`config.mk`:
```
export PLATFORM = sky130hd
export DESIGN_NAME = arp_frame_rx
export DESIGN_NICKNAME = d
export VERILOG_FILES = /design/src/rtl/arp_frame_rx.sv
export SDC_FILE = /design/constraint.sdc
export NUM_CORES = 1
export LEC_CHECK = 0
export BUFFER_PORTS_ARGS = -buffer_cell sky130_fd_sc_hd__buf_4
export CAP_MARGIN = 25
export CORE_AREA = 2 2 240 194
export DETAILED_ROUTE_END_ITERATION = 8
export DIE_AREA = 0 0 242 196
export GPL_TIMING_DRIVEN = 0
export PLACE_DENSITY_LB_ADDON = 0.25
export REMOVE_ABC_BUFFERS = 1
export SYNTH_ARGS = -nofsm -noshare
export SYNTH_HDL_FRONTEND = slang
export SYNTH_SLANG_ARGS = --single-unit
```
`constraint.sdc`:
```
create_clock -name clk -period 2.6 [get_ports clk]
set_input_delay 0.52 -clock clk [delete_from_list [all_inputs] [get_ports clk]]
set_output_delay 0.52 -clock clk [all_outputs]
set_load 0.05 [all_outputs]
```
`src/rtl/arp_frame_rx.sv`:
```
// Receive-side ARP parser: takes an Ethernet header and an 8-bit payload stream, validates the
// 28-byte ARP body and presents the decoded fields as one word that is held until it is accepted.
module arp_frame_rx #(
    parameter logic FILTER_TPA  = 1'b0,
    parameter logic STRICT_OPER = 1'b1
) (
    input  logic        clk,
    input  logic        rst,
    input  logic        s_eth_hdr_valid,
    output logic        s_eth_hdr_ready,
    input  logic [47:0] s_eth_dest_mac,
    input  logic [47:0] s_eth_src_mac,
    input  logic [15:0] s_eth_type,
    input  logic [7:0]  s_eth_payload_axis_tdata,
    input  logic        s_eth_payload_axis_tvalid,
    output logic        s_eth_payload_axis_tready,
    input  logic        s_eth_payload_axis_tlast,
    input  logic        s_eth_payload_axis_tuser,
    input  logic [31:0] local_ip,
    output logic        m_frame_valid,
    input  logic        m_frame_ready,
    output logic [47:0] m_eth_dest_mac,
    output logic [47:0] m_eth_src_mac,
    output logic [15:0] m_arp_oper,
    output logic [47:0] m_arp_sha,
    output logic [31:0] m_arp_spa,
    output logic [47:0] m_arp_tha,
    output logic [31:0] m_arp_tpa,
    output logic        stat_frame_good,
    output logic        stat_err_short,
    output logic        stat_err_hdr,
    output logic        stat_err_bad_frame
);

    typedef enum logic [1:0] {
        ST_IDLE,
        ST_PAYLOAD,
        ST_DROP,
        ST_OUTPUT
    } state_t;

    state_t       state;
    logic [4:0]   byte_cnt;
    logic [223:0] body;
    logic [47:0]  hdr_dest;
    logic [47:0]  hdr_src;

    logic         beat;
    logic [4:0]   cnt_next;
    logic [223:0] body_next;
    logic         is_short;
    logic         oper_ok;
    logic         tpa_ok;
    logic         fields_ok;

    assign s_eth_hdr_ready           = (state == ST_IDLE);
    assign s_eth_payload_axis_tready = (state == ST_PAYLOAD) || (state == ST_DROP);
    assign m_frame_valid             = (state == ST_OUTPUT);

    assign beat = s_eth_payload_axis_tvalid && s_eth_payload_axis_tready;

    // Checks on the tlast beat must see that beat's byte, so they look at the next-state shift register.
    assign cnt_next  = (byte_cnt == 5'd28) ? byte_cnt : byte_cnt + 5'd1;
    assign body_next = (byte_cnt < 5'd28) ? {body[215:0], s_eth_payload_axis_tdata} : body;
    assign is_short  = (byte_cnt < 5'd27);

    assign oper_ok   = !STRICT_OPER || (body_next[175:160] == 16'h0001) || (body_next[175:160] == 16'h0002);
    assign tpa_ok    = !FILTER_TPA || (body_next[31:0] == local_ip);
    assign fields_ok = (body_next[223:208] == 16'h0001) && (body_next[207:192] == 16'h0800) &&
                       (body_next[191:184] == 8'd6) && (body_next[183:176] == 8'd4) &&
                       oper_ok && tpa_ok;

    always_ff @(posedge clk) begin
        if (rst) begin
            state              <= ST_IDLE;
            byte_cnt           <= '0;
            body               <= '0;
            hdr_dest           <= '0;
            hdr_src            <= '0;
            m_eth_dest_mac     <= '0;
            m_eth_src_mac      <= '0;
            m_arp_oper         <= '0;
            m_arp_sha          <= '0;
            m_arp_spa          <= '0;
            m_arp_tha          <= '0;
            m_arp_tpa          <= '0;
            stat_frame_good    <= 1'b0;
            stat_err_short     <= 1'b0;
            stat_err_hdr       <= 1'b0;
            stat_err_bad_frame <= 1'b0;
        end else begin
            stat_frame_good    <= 1'b0;
            stat_err_short     <= 1'b0;
            stat_err_hdr       <= 1'b0;
            stat_err_bad_frame <= 1'b0;
            case (state)
                ST_IDLE: begin
                    if (s_eth_hdr_valid) begin
                        hdr_dest <= s_eth_dest_mac;
                        hdr_src  <= s_eth_src_mac;
                        byte_cnt <= '0;
                        state    <= (s_eth_type == 16'h0806) ? ST_PAYLOAD : ST_DROP;
                    end
                end
                ST_PAYLOAD: begin
                    if (beat) begin
                        body     <= body_next;
                        byte_cnt <= cnt_next;
                        if (s_eth_payload_axis_tlast) begin
                            state <= ST_IDLE;
                            if (is_short) begin
                                stat_err_short <= 1'b1;
                            end else if (s_eth_payload_axis_tuser) begin
                                stat_err_bad_frame <= 1'b1;
                            end else if (!fields_ok) begin
                                stat_err_hdr <= 1'b1;
                            end else begin
                                // Output fields change only here, so rejected frames leave them intact.
                                m_eth_dest_mac  <= hdr_dest;
                                m_eth_src_mac   <= hdr_src;
                                m_arp_oper      <= body_next[175:160];
                                m_arp_sha       <= body_next[159:112];
                                m_arp_spa       <= body_next[111:80];
                                m_arp_tha       <= body_next[79:32];
                                m_arp_tpa       <= body_next[31:0];
                                stat_frame_good <= 1'b1;
                                state           <= ST_OUTPUT;
                            end
                        end
                    end
                end
                ST_DROP: begin
                    if (beat && s_eth_payload_axis_tlast) begin
                        stat_err_hdr <= 1'b1;
                        state        <= ST_IDLE;
                    end
                end
                ST_OUTPUT: begin
                    if (m_frame_ready) begin
                        state <= ST_IDLE;
                    end
                end
                default: state <= ST_IDLE;
            endcase
        end
    end

endmodule

```
# Yosys cells after proc, flatten, opt, wreduce, memory -nomap -nowiden
# Index checks and enable logic that the tools add are counted.
[word_totals]
word_cells = 84
register_bits = 603
out_inout_bits = 279
inputBits = 159
[op_classes]
reduce_logical = 18
mux = 25
magnitude_cmp = 2
add_sub_neg = 1
eq_ne = 17
bitwise = 5
[ops]
columns = ["op", "count"]
rows = [
  ["224-bit 2-to-1 mux", 1],
  ["16-bit by 1-bit equality test with 1-bit output, second input constant", 2],
  ["16-bit by 12-bit equality test with 1-bit output, second input constant", 2],
  ["2-bit 2-to-1 mux", 9],
  ["16-bit by 2-bit equality test with 1-bit output, second input constant", 1],
  ["8-bit by 3-bit equality test with 1-bit output, second input constant", 2],
  ["5-bit 2-to-1 mux", 3],
  ["5-bit < comparator, second input constant", 2],
  ["5-bit case mux with 2 select lines", 1],
  ["1-bit 2-to-1 mux", 9],
  ["2-bit != test, second input constant", 4],
  ["2-bit case mux with 4 select lines", 1],
  ["1-bit logical AND", 6],
  ["6-bit AND reduction", 1],
  ["6-bit OR reduction", 1],
  ["5-bit by 1-bit adder with 5-bit output, second input constant", 1],
  ["5-bit equality test, second input constant", 1],
  ["1-bit NOT", 5],
  ["5-bit AND reduction", 1],
  ["5-bit OR reduction", 1],
  ["2-bit equality test, second input constant", 2],
  ["2-bit by 1-bit != test with 1-bit output, second input constant", 2],
  ["2-bit AND reduction", 2],
  ["4-bit AND reduction", 1],
  ["other kinds (6)", 7],
]

# Longest topological paths before layout
# Gate-level depths: netlist of the first run.
[logic_depth]
ltp_word = 13
ltp_mapped = 9
mapped_depth_nobuf = 7

# Least setup slack after synthesis of the first run
# Ideal clock, no wire load.
[synth_path]
path_type = "register to register"
startpoint = "reg state[0]"
endpoint = "reg m_arp_oper[0]"
t_required_ps = 2477
setup_slack_ps = -71
setup_ps = 123
path_buffers = 2
stages_incl_launch_ff = 10
synth_period_minus_slack_ps = 2671
arrival_time_ps = 2547
cell_sequence = "dfxtp_1 > inv_1 > ha_1 > nand4_1 > nor4_1 > nor4b_2 > o2111ai_2 > buf_6 > buf_6 > mux2_1"
[synth_between]
elab_chain_len = 4
elab_cells_between_ends = 5
classes_between = "eq/ne: 2; reduce/logical: 3"
[synth_lines]
columns = ["item", "line", "text"]
rows = [
  ["start, declared", "42", "state_t state;"],
  ["start signal, assigned", "102", "state <= (s_eth_type == 16'h0806) ? ST_PAYLOAD : ST_DROP;"],
  ["2-bit by 1-bit equality test with 1-bit output or 2-bit equality test (tied branches)", "57", "assign s_eth_payload_axis_tready = (state == ST_PAYLOAD) || (state == ST_DROP);"],
  ["1-bit logical OR *", "57", ""],
  ["via s_eth_payload_axis_tready", "16", "output logic s_eth_payload_axis_tready,"],
  ["1-bit logical AND *", "60", "assign beat = s_eth_payload_axis_tvalid && s_eth_payload_axis_tready;"],
  ["6-bit AND reduction (no line) *", "--", ""],
  ["end signal, assigned", "121", "m_arp_oper <= body_next[175:160];"],
  ["end, declared", "24", "output logic [15:0] m_arp_oper,"],
]
# Mark *: on every way through the listed nets, which the timed path passes. The rest lies on a longest branch.
# A chain may end at the register's enable or synchronous reset.

# Worst setup path in the final report of the first run
[layout_path]
startpoint = "reg body[166]"
endpoint = "reg m_eth_dest_mac[25]"
[layout_between]
elab_chain_len = 5
elab_cells_between_ends = 6
classes_between = "eq/ne: 2; mux: 1; reduce/logical: 3"
[layout_lines]
columns = ["item", "line", "text"]
rows = [
  ["start, declared", "44", "logic [223:0] body;"],
  ["start signal, assigned", "107", "body <= body_next;"],
  ["224-bit 2-to-1 mux *", "64", "assign body_next = (byte_cnt < 5'd28) ? {body[215:0], s_eth_payload_axis_tdata} : body;"],
  ["16-bit by 1-bit equality test with 1-bit output or 16-bit by 2-bit equality test with 1-bit output (tied branches)", "67", "assign oper_ok = !STRICT_OPER || (body_next[175:160] == 16'h0001) || (body_next[175:160] == 16'h0002);"],
  ["1-bit logical OR *", "67", ""],
  ["1-bit logical AND *", "70", "(body_next[191:184] == 8'd6) && (body_next[183:176] == 8'd4) &&"],
  ["6-bit AND reduction (no line) *", "--", ""],
  ["end signal, assigned", "119", "m_eth_dest_mac <= hdr_dest;"],
  ["end, declared", "22", "output logic [47:0] m_eth_dest_mac,"],
]
# Every way passes the cells marked *; elsewhere a longest branch is shown, timed or not.

==> results of run 1 <==
-- layout make-up --
cell class	count	area, µm²
diodes	1	2.50
inverters	6	25.0
fillers	3424	13500
well taps	612	766
repair buffers	482	4500
multi-input cells	2191	12300
clock inverters	16	273
clock buffers	90	1780
flip-flops and latches	603	12100
-- worst paths after layout --
check | start | endpoint | slack (ns) | cells past startpoint
worst max-delay path | body[166] | m_eth_dest_mac[25] | -0.009 | 7
worst min-delay path | s_eth_src_mac[18] | hdr_src[18] | 0.15 | 3
worst max register to register | body[166] | m_eth_dest_mac[25] | -0.009 | 7
worst min register to register | hdr_dest[31] | hdr_dest[31] | 0.45 | 2
-- layer usage --
metal,share of wire,vias up
met4,0.045,0
met1,0.42,10200
met2,0.46,754
li1,-,10500
met3,0.076,199
met5,0,-
-- state kept, by name, summed over array words and instances, names as in the netlist, 16 cells and up --
name / cells
hdr_src: 48
m_arp_tpa: 32
m_arp_tha: 48
m_eth_dest_mac: 48
hdr_dest: 48
body: 224
m_arp_oper: 16
m_arp_sha: 48
m_eth_src_mac: 48
m_arp_spa: 32
-- cell usage in the layout, fill, tap and decap left out, types with 8 or more instances in the layout --
cell type  netlist  final
mux2i_1         96     91
buf_12           0     10
nor3b_1         16     16
mux2_2          82     82
mux2_4           0     30
nor2b_1        164    164
a21oi_1        485    485
buf_16           0     27
nor4_1          13      8
mux2_1          80     50
dfxtp_1        603    598
clkbuf_1       192     12
nor2_1          15     15
clkbuf_16        0     69
clkbuf_8         0     19
nand2b_1       193    193
nand2_1        971    970
buf_4            7    428
-- tightest hold or removal path, delay by kind of cell --
kind	cells	cell delay [ns]
compound gates	1	0.05
buf+inv	1	0.11
simple gates	1	0.04
-- kinds of logic (layout without fill, tap and decap cells) --
kind of cell,Yosys count,in the layout
AND/OR/NAND/NOR,1413,1419
flip-flops,603,603
AO/OA/AOI/OAI,502,503
multiplexers,258,258
buffers and inverters,239,594
adder cells (fa/ha/maj),6,6
XOR/XNOR,5,5
other,0,1
-- report_power, final --
part	switching (mW)	total [mW]	internal (mW)
Clock	3.63	9.02	5.39
Combinational	1.73	2.53	0.802
Sequential	0.168	9.71	9.54
Total	5.53	21.3	15.7
-- what timing repair did --
item | 4_1_cts | 5_1_grt
buffers inserted | 24 | 11
endpoints found under the setup margin | 432 | 342
gates resized for setup | 33 | 52
pin swaps | 11 | 5
gates cloned | 15 | 13
hold buffers | 0 | 0
==> reports/qor.csv, run 1 <==
metric,value,unit
classification of the worst setup path,flip-flop to flip-flop,
worst endpoint data arrival time,3.14,ns
GR peak layer,met2,
number of enable flip-flop cells after synthesis,0,
worst path bufs/invs,2,
placer's final routability congestion estimate,0.823,
die width,242,µm
nets,3507,
total I/O pin count,438,
kind of cell adding the most delay to the critical path,simple AND/OR/NAND/NOR gates,
transition at the pin with the smallest max-transition slack,0.955,ns
post-route core utilization,0.702,
clock tree from TritonCTS,done,
leading post-synthesis cells by cell area,"dfxtp_1 (48%), nand2_1 (15%), a21oi_1 (9.7%), nand2b_1 (4.8%), nor2b_1 (4.1%)",
outcome,"finished, violations left",
pre-CTS setup slack,-1.31,ns
met1 capacity usage during global routing,0.343,
synth-to-layout area growth,27.1,%
most used standard cell by instance count after synthesis,nand2_1,
Post-Place Cells,3834,
die outline area,0.0474,mm²
"critical path fanouts, max",28,
Vert. Die Dim,196,µm
routed via count divided by cell count,5.41,
global routing usage on met2,0.454,
post-route insts no fill,4001,
total routed wirelength,70200,µm
dpl hpwl,39800,µm
RSZ-0062 raised after global routing,true,
layout cells sized above 1,0.214,
count of routing violations after the opening detailed-route iteration,1871,
maximum number of pins on one net before global-route repair,182,
max_cap viols,0,
total core area,0.0452,mm²
final instance area,0.0317,mm²
total number of vias,21600,
chain of cells forming the critical path,"nor4_2, nand3_1, nor4_4, buf_4, o2111a_4, buf_16, mux2i_1",
flip-flop and latch count after synthesis,603,
post-placement cell area,0.0285,mm²
post-synthesis adder-cell area fraction,0.00301,
type of destination of the critical path,flip-flop,
number of clock buffers inserted by TritonCTS,58,
Fin Setup TNS,-0.0290,ns
number of distinct library cells after synthesis,48,
Main synth FF type,dfxtp_1,
Mapped Area,0.0250,mm²
WHS,0.148,ns
routed length per instance,17.6,µm
master of the slowest instance on the critical path,nor4_2,
"top cells by count, synth","nand2_1 (971), dfxtp_1 (603), a21oi_1 (485)",
maximum cell stage delay along the critical path,0.47,ns
overall power of the completed layout,21.3,mW
sequential cell area fraction in the yosys report,0.483,
largest buffer count on any clock path,3,
fraction of the cycle the final worst path needs,1.00,
global route total overflow,0,
Initial Utilization,0.553,
vias in the first global route,20400,
Post-Route Skew,0.0225,ns
Hold WC Path Type,input pin to flip-flop,
ys async rst share,0,
number of optimization iterations in the first detailed-route pass,5,
Fmax achieved,0.383,GHz
post-synthesis share of cell area spent on xor and xnor gates,0.00175,
proportion of netlist area held by the largest area contributor,0.483,
total count of max-transition violations in the final report,0,
count of final hold-check violations,0,
count of buffers from port buffering,405,
antenna violations before repair,1,
largest family of logic cells by synthesized area,simple AND/OR/NAND/NOR gates,
maximum vdd drop,0.663,mV
"Worst Setup Slack, final",-0.00907,ns
Relative slew margins,0.362,
routing usage on met3,0.0595,
cell type with the largest total area after synthesis,dfxtp_1,
first-pass GRT wire length,107000,µm
worst path required time,3.13,ns
total routing usage reported by global routing,0.274,
failing checks,negative setup slack,
floorplan row count,70,
clock latency on the worst-skew pair,0.62,ns
area fraction in compound gates after synthesis,0.103,
number of H-tree levels,2,
Mean Syn Cell Area,8.25,µm²
synthesized instance count,3026,
total DRC errors in the routed layout,0,
Yosys warning total,0,
post-synthesis mux area share,0.112,
crit start category,flip-flop,
clock-pin slew on the worst setup and hold paths,0.06,ns
simple-gate area share of the yosys netlist,0.257,
power density relative to cell area,670,mW/mm²
clock tree sinks,603,
cell leakage power,12.1,nW
ANT nets after route,0,
"Setup violations, final",5,
"Min Clock Period, post-route",2.61,ns
clock root buffer,clkbuf_16,
Power figures use the tool's default switching activity.
==> run 2, diff against run 1 <==
==> constraint.sdc (replaced) <==
create_clock -name clk -period 3 [get_ports clk]
set_input_delay 0.6 -clock clk [delete_from_list [all_inputs] [get_ports clk]]
set_output_delay 0.6 -clock clk [all_outputs]
set_load 0.05 [all_outputs]
==> run 2 against run 1 <==
  * The run now ends clean
  * Sequential cell count stayed put
  * Wire length is 8.8% lower
  * Critical path type unchanged
  * Critical endpoint is now m_eth_src_mac[7]
  * Non-clock buffer count is 49 lower
  * Largest cell class unchanged
==> reports/qor.csv, run 2 (same netlist as run 1, synthesis figures left out) <==
metric,value,unit,change
floorplan row count,70,,unchanged
classification of the worst setup path,flip-flop to flip-flop,,
crit start category,flip-flop,,
clock-pin slew on the worst setup and hold paths,0.06,ns,about the same
Post-Route Skew,0.0230,ns,+0.000445 ns
kind of cell adding the most delay to the critical path,buffers and inverters,,
ANT nets after route,0,,unchanged
count of routing violations after the opening detailed-route iteration,1669,,-11%
synth-to-layout area growth,23.0,%,
cell leakage power,11.6,nW,-4.3%
clock tree from TritonCTS,done,,
antenna violations before repair,1,,unchanged
Vert. Die Dim,196,µm,unchanged
count of buffers from port buffering,405,,unchanged
maximum vdd drop,0.521,mV,-21%
Initial Utilization,0.553,,unchanged
worst path required time,3.52,ns,+0.39 ns
global route total overflow,0,,unchanged
largest buffer count on any clock path,3,,unchanged
maximum cell stage delay along the critical path,0.42,ns,-0.05 ns
total core area,0.0452,mm²,unchanged
fraction of the cycle the final worst path needs,0.954,,-0.0495
highest-count cells in the layout ignoring fill and taps,"nand2_1 (970), dfxtp_1 (600), a21oi_1 (485)",,
"critical path fanouts, max",55,,+96%
type of destination of the critical path,flip-flop,,
number of optimization iterations in the first detailed-route pass,7,,+2
routed length per instance,16.2,µm,-7.6%
overall power of the completed layout,18.3,mW,-14%
most frequent standard cell in the layout excluding fill and tap cells,nand2_1,,
number of H-tree levels,2,,unchanged
"Worst Setup Slack, final",0.138,ns,+0.147 ns
layout cells sized above 1,0.190,,-0.0239
die outline area,0.0474,mm²,unchanged
dpl hpwl,39800,µm,unchanged
outcome,"finished, final reports clean",,
power density relative to cell area,595,mW/mm²,-11%
worst endpoint data arrival time,3.38,ns,+0.24 ns
routing usage on met3,0.0605,,+0.000958
max_cap viols,0,,unchanged
master of the slowest instance on the critical path,dfxtp_1,,
Fmax achieved,0.349,GHz,-8.8%
register bank with the most flops,body,,
RSZ-0062 raised after global routing,false,,
total DRC errors in the routed layout,0,,unchanged
chain of cells forming the critical path,"inv_1, ha_4, nand4_1, nor4_4, nor4b_4, buf_4, o2111a_4, buf_16, mux2i_1",,
clock latency on the worst-skew pair,0.61,ns,about the same
total routing usage reported by global routing,0.259,,-0.0152
"Hold-fix buffers, CTS",0,,unchanged
routed via count divided by cell count,5.34,,-1.3%
"Setup violations, final",0,,-5
total routed wirelength,64000,µm,-8.8%
WHS,0.234,ns,+0.0860 ns
number of clock buffers inserted by TritonCTS,58,,unchanged
die width,242,µm,unchanged
global routing usage on met2,0.441,,-0.0137
transition at the pin with the smallest max-transition slack,0.956,ns,+0.000865 ns
Relative slew margins,0.362,,-0.000577
met1 capacity usage during global routing,0.315,,-0.0277
total count of max-transition violations in the final report,0,,unchanged
vias in the first global route,20000,,-1.8%
nets,3455,,-1.5%
worst path bufs/invs,3,,+1
first-pass GRT wire length,102000,µm,-4.6%
GR peak layer,met2,,
Hold WC Path Type,input pin to flip-flop,,
number of flip-flops in the largest register,224,,unchanged
total I/O pin count,438,,unchanged
total number of vias,21100,,-2.6%
clock root buffer,clkbuf_16,,
placer's final routability congestion estimate,0.823,,unchanged
"Min Clock Period, post-route",2.86,ns,+0.253 ns
maximum number of pins on one net before global-route repair,182,,unchanged
pre-CTS setup slack,-0.912,ns,+0.400 ns
post-route core utilization,0.680,,-0.0223
count of final hold-check violations,0,,unchanged
clock tree sinks,603,,unchanged
run 2: changes by cell type in the layout (fill, tap and decap cells not counted), moves of 4 or more:
cell       before  now
buf_4         428  408
buf_16         27   18
clkbuf_16      69   59
mux2_4         30    0
buf_12         10    6
mux2_1         50   80
buf_6           4    0
run 2: timing repair:
| item | 4_1_cts | 5_1_grt |
|---|---|---|
| setup buffers | 4 | 0 |
| resized for setup | 10 | 9 |
| cloned | 4 | 0 |
| pin swaps | 5 | 2 |
| setup endpoints to repair | 344 | 44 |
run 2: per-stage QoR:
step	TNS (ns)	cells	area (µm²)
floorplan	-3050.53	2793	24000
global placement	-6424.01	3810	27800
detailed placement	-143.78	3834	28500
CTS	0	3948	30700
global route	0	3949	30700
finish	0	3949	30700
run 2: area by class of cell:
type	instances	area (µm²)
diodes	1	2.50
clock buffers	90	1780
clock inverters	16	273
fillers	3612	14500
inverters	6	22.5
multi-input cells	2188	12100
flip-flops and latches	603	12100
well taps	612	766
repair buffers	433	3690
run 2: final timing paths:
check / slack, ns / start / end / cells past startpoint
hold / removal: 0.23 / s_eth_dest_mac[4] / hdr_dest[4] / 3
setup reg to reg: 0.14 / state[0] / m_eth_src_mac[7] / 9
hold reg to reg: 0.45 / hdr_dest[31] / hdr_dest[31] / 2
setup / recovery: 0.14 / state[0] / m_eth_src_mac[7] / 9
run 2: tightest hold or removal path, delay by kind of cell:
family / cells / cell delay (ns)
buffers and inverters: 1 / 0.11
AO/OA/AOI/OAI: 1 / 0.05
AND/OR/NAND/NOR: 1 / 0.04
run 2: routing by layer:
metal  wire [µm]  vias up
li1            -    10400
met1       26700     9945
met5           0        -
met4        2540        0
met2       30600      596
met3        4160      155
run 2: where the power goes:
| part | switching, mW | total [mW] | internal, mW | leakage, nW |
|---|---|---|---|---|
| combinational | 1.42 | 2.07 | 0.651 | 5.68 |
| sequential | 0.148 | 8.41 | 8.26 | 4.87 |
| clock | 3.11 | 7.78 | 4.67 | 1.01 |
| total | 4.68 | 18.3 | 13.6 | 11.6 |
